`config.mk`:
```
export PLATFORM = sky130hd
export DESIGN_NAME = game_state_ctrl
export DESIGN_NICKNAME = d
export VERILOG_FILES = /design/src/rtl/game_pkg.sv /design/src/rtl/box_hit.sv /design/src/rtl/game_state_ctrl.sv
export SDC_FILE = /design/constraint.sdc
export NUM_CORES = 1
export LEC_CHECK = 0
export ABC_AREA = 1
export CORE_MARGIN = 3
export CORE_UTILIZATION = 60
export DETAILED_ROUTE_END_ITERATION = 7
export DONT_BUFFER_PORTS = 1
export PLACE_DENSITY = 0.78
export SLEW_MARGIN = 20
export SYNTH_ARGS = -nofsm -noshare
export SYNTH_HDL_FRONTEND = slang
export SYNTH_SLANG_ARGS = --single-unit
```
`constraint.sdc`:
```
create_clock -name Clk -period 11.4 [get_ports Clk]
set_input_delay 0 -clock Clk [delete_from_list [all_inputs] [get_ports Clk]]
set_output_delay 0 -clock Clk [all_outputs]
set_load 0.05 [all_outputs]
```
`src/rtl/game_pkg.sv`:
```
// Shared types and constants for the Pac-Man game-state controller.
package game_pkg;

   typedef enum logic [2:0] {
      ST_RESTART   = 3'd0,
      ST_PAUSE     = 3'd1,
      ST_RUN       = 3'd2,
      ST_FREEZE    = 3'd3,
      ST_GAME_OVER = 3'd4,
      ST_GAME_WON  = 3'd5
   } state_t;

   localparam logic [7:0] KEY_ESC   = 8'h29;
   localparam logic [7:0] KEY_SPACE = 8'h2C;
   localparam logic [7:0] KEY_P     = 8'h13;
   localparam logic [7:0] KEY_A     = 8'h04;
   localparam logic [7:0] KEY_D     = 8'h07;
   localparam logic [7:0] KEY_S     = 8'h16;
   localparam logic [7:0] KEY_W     = 8'h1A;

   localparam int DEF_COORD_W = 10;

   // Movement keys that also release the game from PAUSE.
   function automatic logic is_move_key(input logic [7:0] key);
      return (key == KEY_A) || (key == KEY_D) || (key == KEY_S) || (key == KEY_W);
   endfunction

endpackage

```
`src/rtl/box_hit.sv`:
```
// Centre/half-extent overlap test between two square sprites, with a
// forgiven overlap margin. Purely combinational.
module box_hit
   import game_pkg::*;
#(
   parameter int COORD_W = DEF_COORD_W,
   parameter int MARGIN  = 2
) (
   input  logic [COORD_W-1:0] ax,
   input  logic [COORD_W-1:0] ay,
   input  logic [COORD_W-1:0] asize,
   input  logic [COORD_W-1:0] bx,
   input  logic [COORD_W-1:0] by,
   input  logic [COORD_W-1:0] bsize,
   output logic               hit
);

   logic [COORD_W:0]          dx;
   logic [COORD_W:0]          dy;
   logic signed [COORD_W+1:0] thr_raw;
   logic [COORD_W:0]          thr;

   // Both axis distances must be below the combined half-extents less the
   // margin; a negative threshold clamps to zero so nothing can hit.
   always_comb begin
      dx      = (ax >= bx) ? ({1'b0, ax} - {1'b0, bx}) : ({1'b0, bx} - {1'b0, ax});
      dy      = (ay >= by) ? ({1'b0, ay} - {1'b0, by}) : ({1'b0, by} - {1'b0, ay});
      thr_raw = $signed({2'b00, asize}) + $signed({2'b00, bsize})
                - $signed((COORD_W+2)'(MARGIN));
      thr     = (thr_raw < 0) ? '0 : thr_raw[COORD_W:0];
      hit     = (dx < thr) && (dy < thr);
   end

endmodule

```
`src/rtl/game_state_ctrl.sv`:
```
// Top-level game-state controller: ghost/fruit hit detection once per frame,
// score / fruit mask / lives ownership, freeze window and pause toggle.
// Optional macro GAME_STATE_CTRL_COMBO_EN: a fruit eaten within 120 frames of
// the previous one scores double points.
module game_state_ctrl
   import game_pkg::*;
#(
   parameter int NUM_GHOSTS    = 4,
   parameter int NUM_FRUITS    = 4,
   parameter int COORD_W       = DEF_COORD_W,
   parameter int SCORE_W       = 12,
   parameter int MAX_LIVES     = 3,
   parameter int FRUIT_POINTS  = 50,
   parameter int FRUIT_BOX     = 26,
   parameter int FREEZE_FRAMES = 60,
   parameter int HIT_MARGIN    = 2
) (
   input  logic                         Clk,
   input  logic                         Reset,
   input  logic                         frame_tick,
   input  logic [7:0]                   keycode,
   input  logic                         time_up,
   input  logic [COORD_W-1:0]           pX,
   input  logic [COORD_W-1:0]           pY,
   input  logic [COORD_W-1:0]           pSize,
   input  logic [NUM_GHOSTS*COORD_W-1:0] ghost_x,
   input  logic [NUM_GHOSTS*COORD_W-1:0] ghost_y,
   input  logic [COORD_W-1:0]           gSize,
   input  logic [NUM_FRUITS*COORD_W-1:0] fruit_x,
   input  logic [NUM_FRUITS*COORD_W-1:0] fruit_y,
   output logic [2:0]                   state_o,
   output logic [SCORE_W-1:0]           score,
   output logic [NUM_FRUITS-1:0]        fruits_eaten,
   output logic [2:0]                   lives,
   output logic                         restart,
   output logic                         life_lost,
   output logic                         fruit_pulse,
   output logic                         frozen,
   output logic                         win,
   output logic                         lose
);

   localparam int               FRZ_W      = $clog2(FREEZE_FRAMES + 2);
   localparam logic [2:0]       LIVES_INIT = 3'(MAX_LIVES);
   localparam logic [SCORE_W:0] PTS_1X     = (SCORE_W+1)'(FRUIT_POINTS);
   localparam logic [SCORE_W+1:0] SCORE_MAX = (SCORE_W+2)'({SCORE_W{1'b1}});

   state_t                state, state_nxt;
   logic [7:0]            key_prev;
   logic                  press;
   logic [FRZ_W-1:0]      frz_cnt, frz_cnt_nxt;
   logic [SCORE_W-1:0]    score_nxt;
   logic [NUM_FRUITS-1:0] mask_nxt;
   logic [2:0]            lives_nxt;
   logic                  life_lost_nxt, fruit_pulse_nxt;
   logic [NUM_GHOSTS-1:0] ghost_hits;
   logic [NUM_FRUITS-1:0] fruit_hits, fruit_avail, fruit_sel;
   logic [SCORE_W:0]      fruit_pts;

   // Score addition that sticks at the all-ones value instead of wrapping.
   function automatic logic [SCORE_W-1:0] sat_add(input logic [SCORE_W-1:0] a,
                                                  input logic [SCORE_W:0]   b);
      logic [SCORE_W+1:0] s;
      s = {2'b00, a} + {1'b0, b};
      return (s > SCORE_MAX) ? {SCORE_W{1'b1}} : s[SCORE_W-1:0];
   endfunction

   assign press   = (keycode != key_prev) && (keycode != 8'h00);
   assign state_o = state;

   for (genvar g = 0; g < NUM_GHOSTS; g++) begin : g_ghost
      box_hit #(.COORD_W(COORD_W), .MARGIN(HIT_MARGIN)) u_hit (
         .ax(pX), .ay(pY), .asize(pSize),
         .bx(ghost_x[g*COORD_W +: COORD_W]), .by(ghost_y[g*COORD_W +: COORD_W]),
         .bsize(gSize), .hit(ghost_hits[g])
      );
   end

   for (genvar f = 0; f < NUM_FRUITS; f++) begin : g_fruit
      logic [COORD_W:0] fx, fy;
      assign fx = {1'b0, fruit_x[f*COORD_W +: COORD_W]};
      assign fy = {1'b0, fruit_y[f*COORD_W +: COORD_W]};
      assign fruit_hits[f] = ({1'b0, pX} >= fx) && ({1'b0, pX} <= fx + (COORD_W+1)'(FRUIT_BOX-1)) &&
                             ({1'b0, pY} >= fy) && ({1'b0, pY} <= fy + (COORD_W+1)'(FRUIT_BOX-1));
   end

   // Lowest-index uneaten fruit under the player (isolate lowest set bit).
   assign fruit_avail = fruit_hits & ~fruits_eaten;
   assign fruit_sel   = fruit_avail & (~fruit_avail + NUM_FRUITS'(1));

`ifdef GAME_STATE_CTRL_COMBO_EN
   localparam int COMBO_WINDOW = 120;
   logic [6:0] combo_cnt;
   logic       combo_vld;

   // Count frames since the previous fruit; cleared by restart and ghost hits.
   always_ff @(posedge Clk) begin
      if (Reset || (state == ST_RESTART) || life_lost_nxt) begin
         combo_vld <= 1'b0;
         combo_cnt <= '0;
      end else if (fruit_pulse_nxt) begin
         combo_vld <= 1'b1;
         combo_cnt <= '0;
      end else if (frame_tick && (combo_cnt != 7'h7F)) begin
         combo_cnt <= combo_cnt + 7'd1;
      end
   end

   assign fruit_pts = (combo_vld && (combo_cnt < 7'(COMBO_WINDOW))) ? (PTS_1X << 1) : PTS_1X;
`else
   assign fruit_pts = PTS_1X;
`endif

   // Next-state and next-register logic; escape overrides every state.
   always_comb begin
      state_nxt       = state;
      frz_cnt_nxt     = frz_cnt;
      score_nxt       = score;
      mask_nxt        = fruits_eaten;
      lives_nxt       = lives;
      life_lost_nxt   = 1'b0;
      fruit_pulse_nxt = 1'b0;
      if (press && (keycode == KEY_ESC)) begin
         state_nxt = ST_RESTART;
      end else begin
         case (state)
            ST_RESTART: state_nxt = ST_PAUSE;
            ST_PAUSE: begin
               if (press && (is_move_key(keycode) || (keycode == KEY_P)))
                  state_nxt = ST_RUN;
            end
            ST_RUN: begin
               if (frame_tick) begin
                  if (time_up) begin
                     state_nxt = ST_GAME_OVER;
                  end else if (|ghost_hits) begin
                     lives_nxt     = (lives == 3'd0) ? 3'd0 : lives - 3'd1;
                     life_lost_nxt = 1'b1;
                     if (lives <= 3'd1) begin
                        state_nxt = ST_GAME_OVER;
                     end else begin
                        state_nxt   = ST_FREEZE;
                        frz_cnt_nxt = FRZ_W'(FREEZE_FRAMES);
                     end
                  end else if (|fruit_sel) begin
                     mask_nxt        = fruits_eaten | fruit_sel;
                     score_nxt       = sat_add(score, fruit_pts);
                     fruit_pulse_nxt = 1'b1;
                     if (&mask_nxt) state_nxt = ST_GAME_WON;
                  end
               end
               if ((state_nxt == ST_RUN) && press && (keycode == KEY_P))
                  state_nxt = ST_PAUSE;
            end
            ST_FREEZE: begin
               if (frame_tick) begin
                  if (frz_cnt <= FRZ_W'(1)) begin
                     frz_cnt_nxt = '0;
                     state_nxt   = ST_RUN;
                  end else begin
                     frz_cnt_nxt = frz_cnt - FRZ_W'(1);
                  end
               end
            end
            ST_GAME_OVER, ST_GAME_WON: begin
               if (press && (keycode == KEY_SPACE)) state_nxt = ST_RESTART;
            end
            default: state_nxt = ST_RESTART;
         endcase
      end
      if (state_nxt == ST_RESTART) begin
         score_nxt   = '0;
         mask_nxt    = '0;
         lives_nxt   = LIVES_INIT;
         frz_cnt_nxt = '0;
      end
   end

   // Register state, game data and all status outputs.
   always_ff @(posedge Clk) begin
      if (Reset) begin
         state        <= ST_RESTART;
         key_prev     <= 8'h00;
         frz_cnt      <= '0;
         score        <= '0;
         fruits_eaten <= '0;
         lives        <= LIVES_INIT;
         restart      <= 1'b0;
         life_lost    <= 1'b0;
         fruit_pulse  <= 1'b0;
         frozen       <= 1'b1;
         win          <= 1'b0;
         lose         <= 1'b0;
      end else begin
         state        <= state_nxt;
         key_prev     <= keycode;
         frz_cnt      <= frz_cnt_nxt;
         score        <= score_nxt;
         fruits_eaten <= mask_nxt;
         lives        <= lives_nxt;
         restart      <= (state_nxt == ST_RESTART);
         life_lost    <= life_lost_nxt;
         fruit_pulse  <= fruit_pulse_nxt;
         frozen       <= (state_nxt == ST_FREEZE) || (state_nxt == ST_PAUSE);
         win          <= (state_nxt == ST_GAME_WON);
         lose         <= (state_nxt == ST_GAME_OVER);
      end
   end

endmodule

```
==> flow_metrics.tcl <==
set metrics [dict create \
    fp.dieW_um 175 \
    required_ns 11.54 \
    crit_slowest_cell "nand2_4" \
    syn_to_final_growth_pct 3.35 \
    drt-wirelength-per-cell_um 16.7 \
    yosys.area_share.simple 0.253 \
    routed_wirelength_um 50500 \
    fin_crit_sh 0.488 \
    multi_input_area_um2 14200 \
    fill_cells 2637 \
    drtIter0Drc 1066 \
    drc 0 \
    cp_common_cell "nand2_1" \
    synth_cell_types 58 \
    rsz0062_at_grt "false" \
    end_kind "flop" \
    die-area_um2 30800 \
    syn_area_per_cell_um2 6.48 \
    synth-edff-count 0 \
    grt_pass1_wl_um 81100 \
    drv_cap 0 \
    min_to "lose$_SDFF_PP0_" \
    syn-instance-count 2656 \
    power_w 0.00133 \
    layout.nets 3307 \
    clock_latency_ns 0.28 \
    timing.rr.end "score[1]$_SDFFE_PP0P_" \
    worstSetupPathType "in -> reg" \
    p_leak_nw 9.94 \
    cts_tree "built" \
    grt_pass1_vias 16800 \
    antenna_found_initial 1 \
    cts.sinks 42 \
    status "finished, final reports clean" \
    mappedNetlistNets 3318 \
    dp_hpwl_um 41900 \
    io_buffers 0 \
    finalClockSkew_ns 0.00274 \
    clk_transition_reported_paths_ns 0.06 \
    holdCritStartpoint "keycode[0]" \
    start_util 0.615 \
    synthArstFlopShare 0 \
    holdWs_ns 0.0890 \
    worstPathMaxFanout 23 \
    seq_area_um2 841 \
    n_antenna_cell 0 \
    synth_xor_area_frac 0.0727 \
    yosys_register_bits 42 \
    drive_above_1_share 0.0261 \
    rrSetupSlack_ns 8.29 \
    slew_violations 0 \
    p_per_area_nw_per_um2 74.9 \
    grt_max_degree 24 \
    slew_headroom 0.340 \
    drt.antenna.violating_nets 0 \
    tns_ns 0 \
    worst_hold_path.num_cells 4 \
    postCtsSetupBuffers 0 \
    synth.mux.area_fraction 0.00320 \
    cp-start-kind "input pin" \
    ioPinCount 240 \
    crit_arrival_ns 5.71 \
    grtUsageTotal 0.317 \
    ys_warn_count 0 \
    hp-class "in -> reg" \
    worst_pin_slew_ns 0.990 \
    design.core.area_um2 28000 \
    gp_congestion 0.964 \
    fin_util 0.635 \
    ff2ff_path_depth 12 \
    cts_buffer_depth 2 \
    synth_fa_ha_area_frac 0.334 \
    drt-pass1-iter-count 6 \
    ir_worst_vdd_mv 0.0847 \
    r2r_start "score[1]$_SDFFE_PP0P_" \
    avgViaCountPerCell 5.73 \
    numCtsBuffers 5 \
    finalHoldViolations 0 \
    rows 61 \
    die_h_um 175 \
    max_freq_ghz 0.180 \
    critPathMaxStageDelay_ns 0.48 \
    period_needed_ns 5.56 \
    cts_root_buffer "clkbuf_16" \
    ys.flop_type "dfxtp_1" \
    setup_viol 0 \
    ys_seq_area_frac 0.0488 \
    syn-cell-area_um2 17200 \
    cts-htree-levels 2 \
    vias 17300 \
    gr-total-overflow 0 \
    synth_top_family_by_area "adder cells" \
    synth_compound_area_frac 0.163 \
]
-- logic make-up (layout without fill, tap and decap cells) --
logic type	count (synthesis)	in the layout
flops	42	42
compound gates	482	482
xor+xnor	143	143
buf+inv	558	547
fa+ha+maj	450	450
mux	5	5
simple gates	976	976
-- cell usage in the layout (no fill, tap or decap), types with 7 or more instances in the layout --
master / count
inv_1: 525
nand2_1: 504
ha_1: 433
a21oi_1: 230
nor2_1: 189
nand3_1: 132
o21ai_0: 104
xor2_1: 101
xnor2_1: 42
dfxtp_1: 42
nand4_1: 40
nor3_1: 35
a21o_1: 26
nor2_4: 23
a221oi_1: 17
fa_1: 17
a211oi_1: 16
o211ai_1: 16
nand3b_1: 14
o22ai_1: 13
o21a_1: 13
a31oi_1: 9
dlygate4sd3_1: 9
o2111ai_1: 7
nand2_2: 7
-- power breakdown --
group	switching, W	leakage (nW)	internal [W]	total [W]
Sequential	0.00000275	0.341	0.000149	0.000152
Combinational	0.000627	9.52	0.000394	0.00102
Clock	0.0000529	0.0829	0.000108	0.000161
Total	0.000683	9.94	0.000651	0.00133
-- cell type report --
class,instances,area share
Clock buffer,6,0.00780
Timing Repair Buffer,9,0.00506
Multi-Input combinational cell,2056,0.800
Sequential cell,42,0.0473
Inverter,531,0.112
Clock inverter,1,0.00169
Tap cell,378,0.0266
-- through the flow --
step	std cells	area (um^2)	setup slack, ns
4_1_cts	3023	17800	5.97
5_1_grt	3023	17800	5.31
3_5_place_dp	3007	17500	5.70
2_1_floorplan	2656	17200	6.96
6_report	3023	17800	5.84
3_3_place_gp	3007	17500	5.81
-- worst max-delay path: cells and delay by family --
kind / cells / cell delay, ns
AO/OA/AOI/OAI: 10 / 1.95
adder cells (fa/ha/maj): 2 / 0.68
buffers and inverters: 2 / 0.39
AND/OR/NAND/NOR: 24 / 2.66
-- Yosys cell counts, drive strengths merged (8+ instances only) --
cell / number / share of area
inv: 531 / 0.12
a31oi: 9 / 0.0033
dfxtp: 42 / 0.049
o211ai: 16 / 0.0070
nor2: 215 / 0.057
o21a: 13 / 0.0057
nand4: 40 / 0.015
a211oi: 16 / 0.0070
fa: 17 / 0.020
buf: 8 / 0.0049
o22ai: 13 / 0.0047
a221oi: 17 / 0.0086
a21o: 26 / 0.011
clkbuf: 19 / 0.0041
nor3: 36 / 0.011
xnor2: 42 / 0.021
o21ai: 108 / 0.031
nand3: 139 / 0.043
nand2: 513 / 0.11
xor2: 101 / 0.051
a21oi: 232 / 0.068
ha: 433 / 0.31
nand3b: 14 / 0.0061
-- registers in the layout, indices dropped and copies added (netlist names), 3 cells and up --
register	flops
fruits_eaten	4
frz_cnt	6
key_prev	8
lives	3
score	12
state_o	3
-- worst max-delay path by stage --
stage / from / end / cells past startpoint / slack (ns)
after global placement: pX[1] / score[4]$_SDFFE_PP0P_ / 38 / 5.81
after floorplan: pX[1] / score[11]$_SDFFE_PP0P_ / 38 / 6.96
final: pX[1] / score[4]$_SDFFE_PP0P_ / 38 / 5.84
after CTS: pX[1] / score[4]$_SDFFE_PP0P_ / 38 / 5.97
after detailed placement: pX[1] / score[4]$_SDFFE_PP0P_ / 38 / 5.70
after global routing: pX[1] / score[4]$_SDFFE_PP0P_ / 39 / 5.31
-- layer usage --
layer  wire (um)  vias to the layer above  global-route usage
li1            -                     8706                   -
met1       21700                     7900               0.396
met2       23700                      591               0.559
met3        3240                      123              0.0489
met4        1830                        0               0.101
met5           0                        -                   0
-- what timing repair did --
action,in CTS,in global routing
endpoints found under the hold margin,17,0
hold buffers,9,0
resized for setup,0,0
endpoints found under the setup margin,0,0
No activity file was read; power rests on OpenSTA's default activity.
